===== config.mk =====
export PLATFORM = sky130hd
export DESIGN_NAME = pipe_stage_reg
export DESIGN_NICKNAME = d
export VERILOG_FILES = /design/src/rtl/pipe_stage_reg.sv
export SDC_FILE = /design/constraint.sdc
export NUM_CORES = 1
export LEC_CHECK = 0
export ABC_AREA = 1
export BUFFER_PORTS_ARGS = -buffer_cell sky130_fd_sc_hd__buf_4
export CAP_MARGIN = 20
export CELL_PAD_IN_SITES_DETAIL_PLACEMENT = 1
export CELL_PAD_IN_SITES_GLOBAL_PLACEMENT = 2
export CORE_AREA = 2 2 126 128
export DETAILED_ROUTE_END_ITERATION = 7
export DIE_AREA = 0 0 128 130
export PLACE_DENSITY_LB_ADDON = 0.1
export SYNTH_ARGS = -nofsm -noshare
export SYNTH_HDL_FRONTEND = slang
export SYNTH_SLANG_ARGS = --single-unit

===== constraint.sdc =====
create_clock -name clk -period 2.4 [get_ports clk]
set_clock_uncertainty 0.15 [all_clocks]
set_input_delay 0.48 -clock clk [delete_from_list [all_inputs] [get_ports clk]]
set_output_delay 0.48 -clock clk [all_outputs]
set_load 0.02 [all_outputs]

===== src/rtl/pipe_stage_reg.sv =====
// Valid/ready pipeline register stage with synchronous flush.
// Define PIPE_SKID_EN to add a skid entry that registers in_ready and cuts the out_ready path.
module pipe_stage_reg #(
    parameter int                 DATA_W    = 96,
    parameter logic [DATA_W-1:0]  FLUSH_VAL = '0
) (
    input  logic              clk,
    input  logic              rst,
    input  logic              in_valid,
    output logic              in_ready,
    input  logic [DATA_W-1:0] in_data,
    output logic              out_valid,
    input  logic              out_ready,
    output logic [DATA_W-1:0] out_data,
    input  logic              flush
);

    logic accept;
    assign accept = in_valid && in_ready;

`ifdef PIPE_SKID_EN

    logic              skid_empty;
    logic [DATA_W-1:0] skid_data;

    // Ready comes straight from a flop, so out_ready never reaches in_ready combinationally.
    assign in_ready = skid_empty;

    // NOTE: sequential state uses non-blocking assignments only, so every flop samples pre-edge values.
    always_ff @(posedge clk or negedge rst) begin
        if (!rst) begin
            out_valid  <= 1'b0;
            out_data   <= '0;
            skid_empty <= 1'b1;
        end else if (flush) begin
            out_valid  <= 1'b0;
            out_data   <= FLUSH_VAL;
            skid_empty <= 1'b1;
        end else if (!skid_empty) begin
            // Skid full implies main is full and no accept is possible this cycle.
            if (out_ready) begin
                out_data   <= skid_data;
                skid_empty <= 1'b1;
            end
        end else if (accept) begin
            if (!out_valid || out_ready) begin
                out_valid <= 1'b1;
                out_data  <= in_data;
            end else begin
                skid_empty <= 1'b0;
            end
        end else if (out_ready) begin
            out_valid <= 1'b0;
        end
    end

    // NOTE: payload-only storage needs no reset; its validity is carried by skid_empty.
    always_ff @(posedge clk) begin
        if (!flush && skid_empty && accept && out_valid && !out_ready) begin
            skid_data <= in_data;
        end
    end

`else

    assign in_ready = !out_valid || out_ready;

    // NOTE: sequential state uses non-blocking assignments only, so every flop samples pre-edge values.
    always_ff @(posedge clk or negedge rst) begin
        if (!rst) begin
            out_valid <= 1'b0;
            out_data  <= '0;
        end else if (flush) begin
            out_valid <= 1'b0;
            out_data  <= FLUSH_VAL;
        end else if (accept) begin
            out_valid <= 1'b1;
            out_data  <= in_data;
        end else if (out_ready) begin
            out_valid <= 1'b0;
        end
    end

`endif

endmodule

==> run metrics <==
LEAKAGE=0.00333 uW; Synth Register Bits=97; Sequential cell area=2430 sq um; die area=around 17000 sq um; met1 usage=0.220; number of nets with antenna violations after routing=0; Logic pwr share=0.185; # nets final=713; area of the multi-input gates=1470 sq um; # hold bufs at CTS=1; Die W=128 um; post-route cell area=~6100 sq um; pre-CTS setup slack=between 300 and 400 ps; Util after Layout=0.395; CP bufs+invs=1; largest net degree at the start of global routing=between 100 and 150; grt met3 use=0.0480; RSZ-0062 raised after global routing=false; synth top area cells=dfrtp_1 58%, nand4_1 14%, nand3_1 11%; Seq/Total Area, Yosys=0.579; CTS clk-pin slew, worst paths=60 ps; final setup vio count=0; H-tree levels=3; Core ar.=15400 sq um; Setup Fix Bufs, Post-CTS=0; drt wl/cell=18.1 um; clock root buffer=clkbuf_16; Sw Pwr=1100 uW; status=completed; met2 usage=0.283; Max Cap Violations=0; post-synth cell types=12; max frequency=550 MHz; P per Cell Area=649 nW/um^2; Crit path largest cell delay=410 ps; Reg power frac=0.452; worst setup path category=reg -> out; Cells after Synth=443; CTS tree=yes; vias=just over 4000; arrival time at the worst endpoint=~1200 ps; area grow syn2layout=45.4%; CP required=1770 ps; Worst Setup End Kind=output port; clock power share=0.362; Placed Area=5790 sq um; sw frac=0.278; port bufs=198; largest vdd supply drop=288 uV; grt ovf=0; critical-path cell list=nand2_4 > buf_4; vias in the first global route=4185; Clock Latency Late Sink=about 340 ps; via/cell ratio=approximately 5; area leader, netlist=dfrtp_1; syn_area_per_cell=between 9 and 10 sq um; cell family with most CP delay=flip-flops; Worst-Margin Slew=671 ps; post-CTS resize count=0; # rows=46; Top Usage Layer GRT=met2; Tmin final=1820 ps; I/O pin count=199; fillers=1787; Int Pwr=2860 uW; gpl congestion=0.768; Mapped Nets=roughly 540; CTS Buf Count=9; Sink Count=97; Remaining DRCs=0; Detailed Place HPWL=9470 um; Clock Path Buffers=2; most frequent cells in the layout=203 x buf_4, 97 x dfrtp_1, 96 x nand3_1, 96 x nand4_1, 96 x nand2_1; Total Routing Usage GR=0.175; initial antenna violation count=0; share of cells above drive strength 1=0.370; startpoint types=flip-flop; drt pass-1 iters=5; min-delay worst type=in -> reg; first-pass GRT wire length=between 20000 and 25000 um; ANT cells=0; Synth Warn #=0; Fin. Hold Viols=0; total negative setup slack=0 ps; Worst path slowest cell=dfrtp_1; Period Utilization, post-route=0.758; Slew Viols, Final=0; min setup slack post-route=580 ps; die span in y=130 um; Worst slew margin=0.553; Post-Route WL=14600 um; Yosys top cell area share=0.579; initial drt markers=between 200 and 250; PnR Total Power=3960 uW; Mapped Area=about 4200 sq um; Initial Util=0.272; commonest non-fill, non-tap cell in the layout=buf_4; critical path fanouts, max=17
## kinds of logic after synthesis
family	synth area share
AO/OA/AOI/OAI	0.00119
AND/OR/NAND/NOR	0.349
buffers and inverters	0.0707
flip-flops	0.579
## power by group through the flow
stage               sequential, uW  combinational, uW  clock (uW)
floorplan                     1940                224           0
global placement              1820                736           0
detailed placement            1820                748           0
CTS                           1790                750        1480
global route                  1800                799        1550
finish                        1790                734        1430
## worst paths after layout
check                           cells past startpoint      endpoint          from  slack (ps)
worst max-delay path                                2      in_ready     out_valid         580
worst min-delay path                                2     out_valid         flush         170
worst max register to register                      4  out_data[91]     out_valid         600
worst min register to register                      2  out_data[64]  out_data[64]         350
max in group asynchronous                           3  out_data[83]           rst        1030
min in group asynchronous                           2  out_data[92]           rst         490
## synthesized netlist by cell type
library cell / number
a21oi_1: 1
buf_2: 36
buf_4: 8
buf_6: 2
clkbuf_1: 6
dfrtp_1: 97
inv_1: 1
inv_2: 2
nand2_1: 96
nand2_4: 2
nand3_1: 96
nand4_1: 96
## area by class of cell
cell class | instances | share of cell area
Clock inverter | 2 | 0.00164
Clock buffer | 14 | 0.0466
Inverter | 3 | 0.00226
Tap cell | 192 | 0.0394
Timing Repair Buffer | 210 | 0.271
Multi-Input combinational cell | 291 | 0.241
Sequential cell | 97 | 0.398
## flip-flops by register name, summed over array words and instances (netlist names)
signal / count
out_data: 96
out_valid: 1
## through the flow
step                std cells  hold WS, ps
floorplan                 443         34.4
global placement          792          331
detailed placement        792          324
CTS                       809          152
global route              809          158
finish                    809          165
## layer usage
layer | part of all wire | routed length (um) | up-vias
met4 | 0.022 | 327 | 0
met1 | 0.42 | 6200 | 1981
met3 | 0.072 | 1050 | 19
met5 | 0 | 0 | -
li1 | - | - | 1914
met2 | 0.48 | 7040 | 131
## worst reg2reg max path, cell delays in order (launching register included)
cell and delay (ps):
dfrtp_1 410, nand2_4 230, buf_4 600, nand4_1 220
nand2_1 120
Note: power is estimated with default switching activity, not from simulation.
